===== config.mk =====
export PLATFORM = sky130hd
export DESIGN_NAME = flash_user_save
export DESIGN_NICKNAME = d
export VERILOG_FILES = /design/src/rtl/flash_user_save.sv
export SDC_FILE = /design/constraint.sdc
export NUM_CORES = 1
export LEC_CHECK = 0
export CAP_MARGIN = 0
export CELL_PAD_IN_SITES_DETAIL_PLACEMENT = 1
export CELL_PAD_IN_SITES_GLOBAL_PLACEMENT = 2
export CORE_ASPECT_RATIO = 0.75
export CORE_MARGIN = 1
export CORE_UTILIZATION = 32
export DETAILED_ROUTE_END_ITERATION = 10
export MAX_ROUTING_LAYER = met4
export PLACE_DENSITY_LB_ADDON = 0.2
export SLEW_MARGIN = 40
export SYNTH_ARGS = -nofsm -noshare
export SYNTH_HDL_FRONTEND = slang
export SYNTH_SLANG_ARGS = --single-unit

===== constraint.sdc =====
create_clock -name clk_sys -period 3.7 [get_ports clk_sys]
set_input_delay 0.555 -clock clk_sys [delete_from_list [all_inputs] [get_ports clk_sys]]
set_output_delay 0.555 -clock clk_sys [all_outputs]
set_load 0.02 [all_outputs]

===== src/rtl/flash_user_save.sv =====
`default_nettype none
// ============================================================================
// Module   : flash_user_save
// Purpose  : Write-side client of the flash arbiter. Accepts one 32-bit
//            configuration word at a time, requests the arbiter, issues a
//            4-byte write command and then streams the word MSB-first, one
//            byte per cycle. It releases the arbiter with a one-cycle pulse.
//            It uses the same word-to-flash address mapping as the
//            init-read client, so {addr[7:0], 4'h0} is the flash address.
// Ports    : clk_sys, rst_n              - clock, async active-low reset
//            mem_wr_en/addr/data         - word write request (user side)
//            mem_wr_ready                - idle, request can be accepted
//            mem_wr_done                 - word fully handed to arbiter
//            mem_wr_ovf                  - request dropped (block busy)
//            user_req/user_ack           - arbitration handshake
//            user_done                   - arbiter release pulse
//            user_en/user_cmd            - command strobe and command word
//            user_wr_data/_valid         - write byte stream
// Revision : 1.0 - initial release
// ============================================================================
module flash_user_save #(
    parameter int U_DLY = 1
) (
    input  logic        clk_sys,
    input  logic        rst_n,
    input  logic        mem_wr_en,
    input  logic [15:0] mem_wr_addr,
    input  logic [31:0] mem_wr_data,
    output logic        mem_wr_ready,
    output logic        mem_wr_done,
    output logic        mem_wr_ovf,
    output logic        user_req,
    input  logic        user_ack,
    output logic        user_done,
    output logic        user_en,
    output logic [31:0] user_cmd,
    output logic [7:0]  user_wr_data,
    output logic        user_wr_data_valid
);

    typedef enum logic [2:0] {
        IDLE  = 3'd0,
        ARBIT = 3'd1,
        CMD   = 3'd2,
        DATA  = 3'd3,
        DONE  = 3'd4
    } state_t;

    state_t      state_q, state_d;
    logic [31:0] shadow_q, shadow_d;
    logic [31:0] cmd_q, cmd_d;
    logic [1:0]  cnt_q, cnt_d;
    logic [7:0]  byte_sel;

    logic        user_req_q;
    logic        user_en_q;
    logic        user_valid_q;
    logic [7:0]  user_wr_data_q;
    logic        done_q;
    logic        ovf_q;

    // The delay parameter only exists for simulation models of the
    // original block; registers here update without delay. Upper address
    // bits are outside the 256-word save area.
    wire unused_inputs = (^mem_wr_addr[15:8]) ^ (U_DLY != 0);

    // Next-state and capture logic
    always_comb begin
        state_d  = state_q;
        shadow_d = shadow_q;
        cmd_d    = cmd_q;
        cnt_d    = cnt_q;
        case (state_q)
            IDLE: begin
                if (mem_wr_en) begin
                    state_d  = ARBIT;
                    shadow_d = mem_wr_data;
                    cmd_d    = {1'b0, 7'd0, 8'd4, 4'd0, mem_wr_addr[7:0], 4'd0};
                end
            end
            ARBIT: begin
                if (user_ack) begin
                    state_d = CMD;
                end
            end
            CMD: begin
                state_d = DATA;
            end
            DATA: begin
                // 2-bit counter wraps 3 -> 0, leaving it cleared for the next word
                cnt_d = cnt_q + 2'd1;
                if (cnt_q == 2'd3) begin
                    state_d = DONE;
                end
            end
            DONE: begin
                state_d = IDLE;
            end
            default: begin
                state_d = IDLE;
            end
        endcase
    end

    // MSB-first byte selection from the shadow word
    always_comb begin
        byte_sel = shadow_q[31:24];
        case (cnt_q)
            2'd0: byte_sel = shadow_q[31:24];
            2'd1: byte_sel = shadow_q[23:16];
            2'd2: byte_sel = shadow_q[15:8];
            2'd3: byte_sel = shadow_q[7:0];
            default: byte_sel = shadow_q[31:24];
        endcase
    end

    always_ff @(posedge clk_sys or negedge rst_n) begin
        if (!rst_n) begin
            state_q        <= IDLE;
            shadow_q       <= 32'd0;
            cmd_q          <= 32'd0;
            cnt_q          <= 2'd0;
            user_req_q     <= 1'b0;
            user_en_q      <= 1'b0;
            user_valid_q   <= 1'b0;
            user_wr_data_q <= 8'd0;
            done_q         <= 1'b0;
            ovf_q          <= 1'b0;
        end else begin
            state_q      <= state_d;
            shadow_q     <= shadow_d;
            cmd_q        <= cmd_d;
            cnt_q        <= cnt_d;
            // Strobes are registered decodes of the current state, so each
            // appears one cycle after the state it reflects.
            user_req_q   <= (state_q == ARBIT);
            user_en_q    <= (state_q == CMD);
            user_valid_q <= (state_q == DATA);
            done_q       <= (state_q == DONE);
            ovf_q        <= mem_wr_en && (state_q != IDLE);
            // Byte output holds its last value between transfers
            if (state_q == DATA) begin
                user_wr_data_q <= byte_sel;
            end
        end
    end

    assign mem_wr_ready       = (state_q == IDLE);
    assign mem_wr_done        = done_q;
    assign mem_wr_ovf         = ovf_q;
    assign user_req           = user_req_q;
    assign user_done          = done_q;
    assign user_en            = user_en_q;
    assign user_cmd           = cmd_q;
    assign user_wr_data       = user_wr_data_q;
    assign user_wr_data_valid = user_valid_q;

endmodule
`default_nettype wire


==> out/summary.json, run 1 <==
{
  "outcome": "finished with violations",
  "failed_checks": "design-rule violations",
  "drt-wirelength-per-cell_um": 15.3,
  "timing_hold_violations_final": 0,
  "pre_cts_slack_ns": 1.40,
  "core_region_area_mm2": 0.00860,
  "slew_viol_final": 0,
  "grt_start_max_net_pins": 42,
  "route.vias.total": 1686,
  "power.density_cell_area_mw_per_mm2": 915,
  "vdd_ir_drop_max_v": 0.000290,
  "fp.dieW_um": 112,
  "post_synth_most_frequent_cells": "59 x sky130_fd_sc_hd__dfrtp_1, 39 x sky130_fd_sc_hd__mux2_4, 25 x sky130_fd_sc_hd__buf_4, 17 x sky130_fd_sc_hd__a21oi_1, 11 x sky130_fd_sc_hd__inv_1",
  "post-dp-hpwl_mm": 3.87,
  "critPathArrivalTime_ns": 1.69,
  "postCtsSetupBuffers": 0,
  "floorplan_die_area_mm2": 0.00938,
  "cts_buffers": 9,
  "ioPinCount": 99,
  "post_synth.cell_area_avg_um2": 13.7,
  "rows": 29,
  "ant_nets": 0,
  "numClockSinks": 59,
  "drive_gt1_frac": 0.226,
  "crit-reg2reg-launch": "state_q[0]",
  "gp_routability_congestion": 0.683,
  "combinational_family_with_the_most_area_after_synthesis": "multiplexers",
  "syn-cell-area_mm2": 0.00288,
  "synth_top_area_cell": "sky130_fd_sc_hd__dfrtp_1",
  "drv.max_cap_violation_count": 0,
  "synth-compound-area-share": 0.0774,
  "route.detailed.vias_per_inst": 4.36,
  "setup.worst_path.end_class": "primary output",
  "skew_ns": 0.00645,
  "number_of_enable_type_register_cells_in_the_synthesized_netlist": 0,
  "adder_and_majority_gate_portion_of_the_synthesized_area": 0.0174,
  "cts_max_path_buffers": 2,
  "post-route-min-period_ns": 2.25,
  "cp-start-kind": "flop",
  "globalRoute.totalOverflow": 0,
  "nNetsFinal": 330,
  "floorplan.initialDensity": 0.335,
  "cts-root-buf": "sky130_fd_sc_hd__clkbuf_16",
  "clkTransAtPathRegs_ns": 0.06,
  "ctsHtreeMaxLevel": 3,
  "synth_cell_types": 27,
  "cp_data_required_time_ns": 3.14,
  "synth_simple_gate_area_share": 0.0439,
  "detailedRoute.firstIterationViolations": 84,
  "grt_setup_unrepaired": "no",
  "cts-hold-fix-buffers": 0,
  "synth.most_common_cell": "sky130_fd_sc_hd__dfrtp_1",
  "async_flop_share": 1.00,
  "insertion_delay_ns": 0.33,
  "worst_slew_pin_slew_ns": 0.783,
  "synth.yosys.warnings": 0,
  "synth_top_cells_by_area": "sky130_fd_sc_hd__dfrtp_1 51%, sky130_fd_sc_hd__mux2_4 20%, sky130_fd_sc_hd__buf_4 6.5%",
  "maxClockFrequency_mhz": 445,
  "max_slew_margin": 0.476,
  "drt_drc_violations_left": 6,
  "placement.io_buffers": 67,
  "synth-seq-area-share": 0.513,
  "synth_ff_type": "sky130_fd_sc_hd__dfrtp_1",
  "drtPass1Iterations": 9,
  "cts_resized": 0,
  "critical_path_maximum_fanout": 9,
  "synthCells": 210,
  "cts_tree": "yes",
  "synthDominantCellAreaShare": 0.513,
  "dieHeight_um": 84.1,
  "finalWirelength_mm": 5.91,
  "critical_path_start": "state_q[0]",
  "hold_path_class": "in -> async",
  "antenna_violations_before_repair": 0,
  "antenna_cells_inserted": 0,
  "flip_flop_and_latch_count_after_synthesis": 59,
  "globalRouteTotalUtil": 0.139,
  "area.growth.synth_to_final_pct": 31.0,
  "setup_viol": 0,
  "first_pass_grt_wire_length_mm": 9.55,
  "post_synthesis_mux_area_share": 0.215,
  "first_global_vias": 1772,
  "setup_tns_ns": 0,
  "finalCritPeriodShare": 0.608,
  "totalPowerFinal_mw": 3.45,
  "leakagePower_nw": 1.72,
  "timing_worst_setup_path_type": "reg -> out",
  "yosys.area_share.xor_xnor": 0.00304,
  "worst_slack_ns": 1.45
}
[worst paths after layout]
path	end	cells after the start	slack [ns]
worst max-delay path	mem_wr_ready	2	1.45
worst min-delay path	shadow_q[8]	1	0.20
worst max register to register	shadow_q[9]	3	1.74
worst min register to register	user_cmd[18]	1	0.47
max in group asynchronous	shadow_q[25]	2	2.81
min in group clk_sys	user_cmd[18]	1	0.47
[kinds of logic (layout without fill, tap and decap cells)]
group	Yosys count	count (layout)
other	1	23
AOI/OAI and AO/OA	34	34
and+or+nand+nor	21	21
muxes	42	42
buffers and inverters	48	95
xor gates and xnor gates	1	1
DFF	59	59
adders and majority gates	4	4
[critical path: stages (launching register included)]
cell and delay, ns:
sky130_fd_sc_hd__dfrtp_1 0.49, sky130_fd_sc_hd__nor3_4 0.25, sky130_fd_sc_hd__clkdlybuf4s50_1 0.63
[through the flow]
step | utilization | area [um2] | hold slack (ns) | instances
after floorplan | - | 2960 | 0.259 | 232
after global placement | 0.400 | 3440 | 0.455 | 371
final | 0.438 | 3770 | 0.203 | 387
after CTS | 0.438 | 3770 | 0.216 | 387
after detailed placement | 0.400 | 3440 | 0.464 | 371
after global routing | 0.438 | 3770 | 0.234 | 387
[power breakdown]
group          internal [mW]  switching (mW)  leakage [nW]  total, mW
Clock                  0.607           0.299         0.155      0.906
Combinational          0.782           0.596         0.852       1.38
Sequential             0.958           0.207         0.712       1.17
Total                   2.35            1.10          1.72       3.45
[placed cells by master (no fill, tap or decap)]
cell	synthesis	layout
sky130_fd_sc_hd__and2_1	1	1
sky130_fd_sc_hd__nand2_1	9	9
sky130_fd_sc_hd__a211oi_1	1	1
sky130_fd_sc_hd__clkinv_2	0	1
sky130_fd_sc_hd__and3b_1	1	1
sky130_fd_sc_hd__nor3_4	1	1
sky130_fd_sc_hd__and2b_1	1	1
sky130_fd_sc_hd__a21oi_1	17	17
sky130_fd_sc_hd__xnor2_1	1	1
sky130_fd_sc_hd__dfrtp_1	59	59
sky130_fd_sc_hd__buf_4	25	2
sky130_fd_sc_hd__bufinv_16	0	2
sky130_fd_sc_hd__ha_1	4	4
sky130_fd_sc_hd__clkbuf_8	0	1
sky130_fd_sc_hd__mux2_2	3	3
sky130_fd_sc_hd__clkdlybuf4s50_1	0	66
sky130_fd_sc_hd__and2_4	1	1
sky130_fd_sc_hd__clkinvlp_4	0	2
sky130_fd_sc_hd__nor3_1	1	1
sky130_fd_sc_hd__clkinv_4	0	1
sky130_fd_sc_hd__inv_1	11	11
sky130_fd_sc_hd__a22o_1	8	8
sky130_fd_sc_hd__or2_2	1	1
sky130_fd_sc_hd__a22oi_1	8	8
sky130_fd_sc_hd__nand3b_1	1	1
sky130_fd_sc_hd__nor2_1	1	1
sky130_fd_sc_hd__mux2_4	39	39
sky130_fd_sc_hd__nor3b_1	3	3
sky130_fd_sc_hd__conb_1	1	23
sky130_fd_sc_hd__clkbuf_16	0	9
[final cells by class]
| cell class | instances | area (um2) |
|---|---|---|
| fill | 901 | 4830 |
| sequential | 59 | 1480 |
| multi-input combinational | 125 | 1110 |
| timing repair buffer | 68 | 676 |
| clock buffer | 10 | 239 |
| tap | 108 | 135 |
| clock inverter | 6 | 88.8 |
| inverter | 11 | 41.3 |
[sequential cells by signal (all words and copies together) (netlist names)]
name                cells
user_cmd                9
shadow_q               32
user_en                 1
mem_wr_ovf              1
user_req                1
mem_wr_done             1
state_q                 3
user_wr_data            8
user_wr_data_valid      1
cnt_q                   2
[layer usage]
| layer | global-route usage | routed length, um |
|---|---|---|
| met5 | - | 0 |
| met4 | 0.0627 | 111 |
| met3 | 0.0392 | 274 |
| met2 | 0.191 | 2550 |
| met1 | 0.189 | 2970 |
No activity file was read; power rests on OpenSTA's default activity.
==> run 2, diff against run 1 <==
--- a/config.mk
+++ b/config.mk
@@ -10,7 +10,7 @@
 export CELL_PAD_IN_SITES_GLOBAL_PLACEMENT = 2
 export CORE_ASPECT_RATIO = 0.75
 export CORE_MARGIN = 1
-export CORE_UTILIZATION = 32
+export CORE_UTILIZATION = 29
 export DETAILED_ROUTE_END_ITERATION = 10
 export MAX_ROUTING_LAYER = met4
 export PLACE_DENSITY_LB_ADDON = 0.2
==> constraint.sdc (replaced) <==
create_clock -name clk_sys -period 2.08 [get_ports clk_sys]
set_input_delay 0.312 -clock clk_sys [delete_from_list [all_inputs] [get_ports clk_sys]]
set_output_delay 0.312 -clock clk_sys [all_outputs]
set_load 0.02 [all_outputs]
==> run 2 against run 1 <==
Global-route usage decreased by 0.43 points. Clock power increased by 79%. The run now ends clean. Flip-flop and latch count unchanged.
==> out/summary.json, run 2 (synthesis results as in run 1) <==
{
  "outcome": "completed",
  "finalWirelength": {"value": 6.11, "unit": "mm", "change": "+3.4%"},
  "timing_hold_violations_final": {"value": 0, "change": "unchanged"},
  "leakagePower": {"value": 1.75, "unit": "nW", "change": "+1.7%"},
  "worst_r2r_endpoint": "user_wr_data[4]",
  "finalCritPeriodShare": 0.965,
  "drt-met1-wl": {"value": 3.16, "unit": "mm", "change": "+6.2%"},
  "route.vias.total": {"value": 1756, "change": "+4.2%"},
  "critPathArrivalTime": {"value": 1.70, "unit": "ns", "change": "about the same"},
  "setup_tns": {"value": 0, "unit": "ns", "change": "unchanged"},
  "detailedRoute.firstIterationViolations": {"value": 57, "change": "-32%"},
  "insertion_delay": {"value": 0.33, "unit": "ns", "change": "about the same"},
  "area.growth.synth_to_final_pct": 34.2,
  "hold_path_class": "reg -> reg",
  "setup.worst_path.end_class": "primary output",
  "power_frac_seq": {"value": 0.334, "change": "-0.004"},
  "globalRoute.totalOverflow": {"value": 0, "change": "unchanged"},
  "slew_viol_final": {"value": 0, "change": "unchanged"},
  "route.detailed.vias_per_inst": {"value": 4.22, "change": "-3.1%"},
  "ant_nets": {"value": 0, "change": "unchanged"},
  "worst-path-buf-inv": {"value": 1, "change": "unchanged"},
  "registers.top_by_ff_count": "shadow_q",
  "worst_slack": {"value": 0.0723, "unit": "ns", "change": "-1.38 ns"},
  "pre_cts_slack": {"value": 0.401, "unit": "ns", "change": "-1.00 ns"},
  "vdd_ir_drop_max": {"value": 0.000388, "unit": "V", "change": "+34%"},
  "cts-root-buf": "sky130_fd_sc_hd__clkbuf_16",
  "drt-wirelength-per-cell": {"value": 14.7, "unit": "um", "change": "-3.8%"},
  "layout.cells.most_common": "sky130_fd_sc_hd__clkdlybuf4s50_1",
  "worst_r2r_path_depth": {"value": 4, "change": "+1"},
  "gp_routability_congestion": {"value": 0.652, "change": "-4.5%"},
  "fp.dieW": {"value": 117, "unit": "um", "change": "+5.0%"},
  "timing_worst_setup_path_type": "reg -> out",
  "drive_gt1_frac": {"value": 0.236, "change": "+0.0101"},
  "antenna_violations_before_repair": {"value": 0, "change": "unchanged"},
  "floorplan_die_area": {"value": 0.0103, "unit": "mm2", "change": "+10%"},
  "combinational_share_of_power": {"value": 0.405, "change": "+0.005"},
  "place.detailed.instances": {"value": 399, "change": "+7.5%"},
  "p_clk_frac": {"value": 0.261, "change": "-0.002"},
  "max_slew_margin": {"value": 0.554, "change": "+0.0777"},
  "leading_cell_types_in_the_layout_fill_and_taps_excluded": "66 x sky130_fd_sc_hd__clkdlybuf4s50_1, 59 x sky130_fd_sc_hd__dfrtp_1, 39 x sky130_fd_sc_hd__mux2_4, 23 x sky130_fd_sc_hd__conb_1, 17 x sky130_fd_sc_hd__a21oi_1",
  "internal_power": {"value": 4.22, "unit": "mW", "change": "+80%"},
  "post-route-cell-area": {"value": 0.00386, "unit": "mm2", "change": "+2.5%"},
  "placed_instance_area": {"value": 0.00352, "unit": "mm2", "change": "+2.4%"},
  "cts_buffers": {"value": 9, "change": "unchanged"},
  "holdCritStartpoint": "user_cmd[18]",
  "top_layer_used": "met4",
  "crit-reg2reg-launch": "cnt_q[0]",
  "dieHeight": {"value": 88.3, "unit": "um", "change": "+4.9%"},
  "clkTransAtPathRegs": {"value": 0.06, "unit": "ns", "change": "about the same"},
  "worst-r2r-setup-slack": {"value": 0.46, "unit": "ns", "change": "-1.28 ns"},
  "cp_data_required_time": {"value": 1.77, "unit": "ns", "change": "-1.37 ns"},
  "cts_tree": "yes",
  "power.density_cell_area": {"value": 1610, "unit": "mW/mm2", "change": "+76%"},
  "cts_max_path_buffers": {"value": 2, "change": "unchanged"},
  "nNetsFinal": {"value": 335, "change": "+1.5%"},
  "cp-start-kind": "flop",
  "globalRouteTotalUtil": {"value": 0.135, "change": "-0.00427"},
  "layoutNonFillerInstCount": {"value": 416, "change": "+7.5%"},
  "hold-path-endpoint": "user_cmd[18]",
  "post-route-min-period_ns": 2.01,
  "grt_setup_unrepaired": "no",
  "critical-path-top-delay-family": "buffers and inverters",
  "post-dp-hpwl": {"value": 4.07, "unit": "mm", "change": "+5.2%"},
  "postCtsSetupBuffers": {"value": 0, "change": "unchanged"},
  "drtPass1Iterations": {"value": 4, "change": "-5"},
  "skew": {"value": 0.00639, "unit": "ns", "change": "-0.0000548 ns"},
  "first_pass_grt_wire_length": {"value": 9.74, "unit": "mm", "change": "+2.0%"},
  "cp_slowest_stage_delay": {"value": 0.63, "unit": "ns", "change": "about the same"},
  "placement.io_buffers": {"value": 67, "change": "unchanged"},
  "worst_slew_pin_slew": {"value": 0.669, "unit": "ns", "change": "-0.114 ns"},
  "p_sw_frac": {"value": 0.322, "change": "+0.00252"},
  "numClockSinks": {"value": 59, "change": "unchanged"},
  "switchingPower": {"value": 2.00, "unit": "mW", "change": "+82%"},
  "maxClockFrequency_mhz": 498,
  "met3WireLength": {"value": 330, "unit": "um", "change": "+20%"},
  "floorplan.initialDensity": {"value": 0.298, "change": "-0.0367"},
  "setup_viol": {"value": 0, "change": "unchanged"},
  "critical_path_maximum_fanout": {"value": 9, "change": "unchanged"},
  "rows": {"value": 31, "change": "+6.9%"},
  "path_cells": "nor3_4 -> clkdlybuf4s50_1",
  "drv.max_cap_violation_count": {"value": 0, "change": "unchanged"},
  "hold-path-cell-count": 1,
  "met2_length": {"value": 2.54, "unit": "mm", "change": "-0.24%"},
  "ioPinCount": {"value": 99, "change": "unchanged"},
  "first_global_vias": {"value": 1808, "change": "+2.0%"},
  "grt_start_max_net_pins": {"value": 26, "change": "-38%"},
  "drt_drc_violations_left": {"value": 0, "change": "-6"},
  "antenna_cells_inserted": {"value": 0, "change": "unchanged"},
  "core_region_area": {"value": 0.00966, "unit": "mm2", "change": "+12%"},
  "ctsHtreeMaxLevel": {"value": 3, "change": "unchanged"},
  "largest_register_ffs": {"value": 32, "change": "unchanged"},
  "cpMaxStageDelayCell": "sky130_fd_sc_hd__clkdlybuf4s50_1",
  "totalPowerFinal": {"value": 6.22, "unit": "mW", "change": "+80%"}
}
run 2: layout make-up:
cell class | count | area [um2]
inverter | 11 | 41.3
tap | 132 | 165
sequential | 59 | 1480
clock inverter | 6 | 88.8
timing repair buffer | 73 | 738
fill | 1021 | 5800
clock buffer | 10 | 239
multi-input combinational | 125 | 1110
run 2: worst max path at each step:
stage	to	slack [ns]	cells after the start	startpoint
2_1_floorplan	shadow_q[10]	0.43	6	state_q[0]
3_3_place_gp	user_cmd[9]	0.39	4	mem_wr_en
3_5_place_dp	shadow_q[23]	0.40	4	mem_wr_en
4_1_cts	mem_wr_ready	0.06	2	state_q[0]
5_1_grt	mem_wr_ready	0.01	2	state_q[0]
6_report	mem_wr_ready	0.07	2	state_q[0]
run 2: per-layer routing:
metal,vias to the layer above,GRT usage
met1,871,0.184
met3,10,0.0459
met5,-,-
met4,0,0.0483
met2,62,0.186
li1,813,-
run 2: repair_timing:
action | 4_1_cts | 5_1_grt
gates resized for setup | 0 | 0
endpoints found under the hold margin | 20 | 0
hold buffers | 1 | 0
endpoints found under the setup margin | 0 | 0
run 2: power by group through the flow:
| stage | logic, mW | registers, mW | clock network [mW] |
|---|---|---|---|
| after floorplan | 1.73 | 2.18 | 0 |
| after global placement | 2.50 | 2.08 | 0 |
| after detailed placement | 2.54 | 2.09 | 0 |
| after CTS | 2.56 | 2.09 | 1.66 |
| after global routing | 2.78 | 2.15 | 1.71 |
| final | 2.52 | 2.08 | 1.62 |
run 2: worst reg2reg max path, cell delays in order (launching register included):
cell and delay [ns]:
sky130_fd_sc_hd__dfrtp_1 0.42, sky130_fd_sc_hd__inv_1 0.10, sky130_fd_sc_hd__ha_1 0.59, sky130_fd_sc_hd__a21oi_1 0.17, sky130_fd_sc_hd__a22o_1 0.22
run 2: through the flow:
| step | hold slack [ns] | utilization |
|---|---|---|
| after CTS | 0.468 | 0.400 |
| after detailed placement | 0.314 | 0.365 |
| after global placement | 0.318 | 0.365 |
| after global routing | 0.478 | 0.400 |
| final | 0.466 | 0.400 |
| after floorplan | 0.0164 | - |
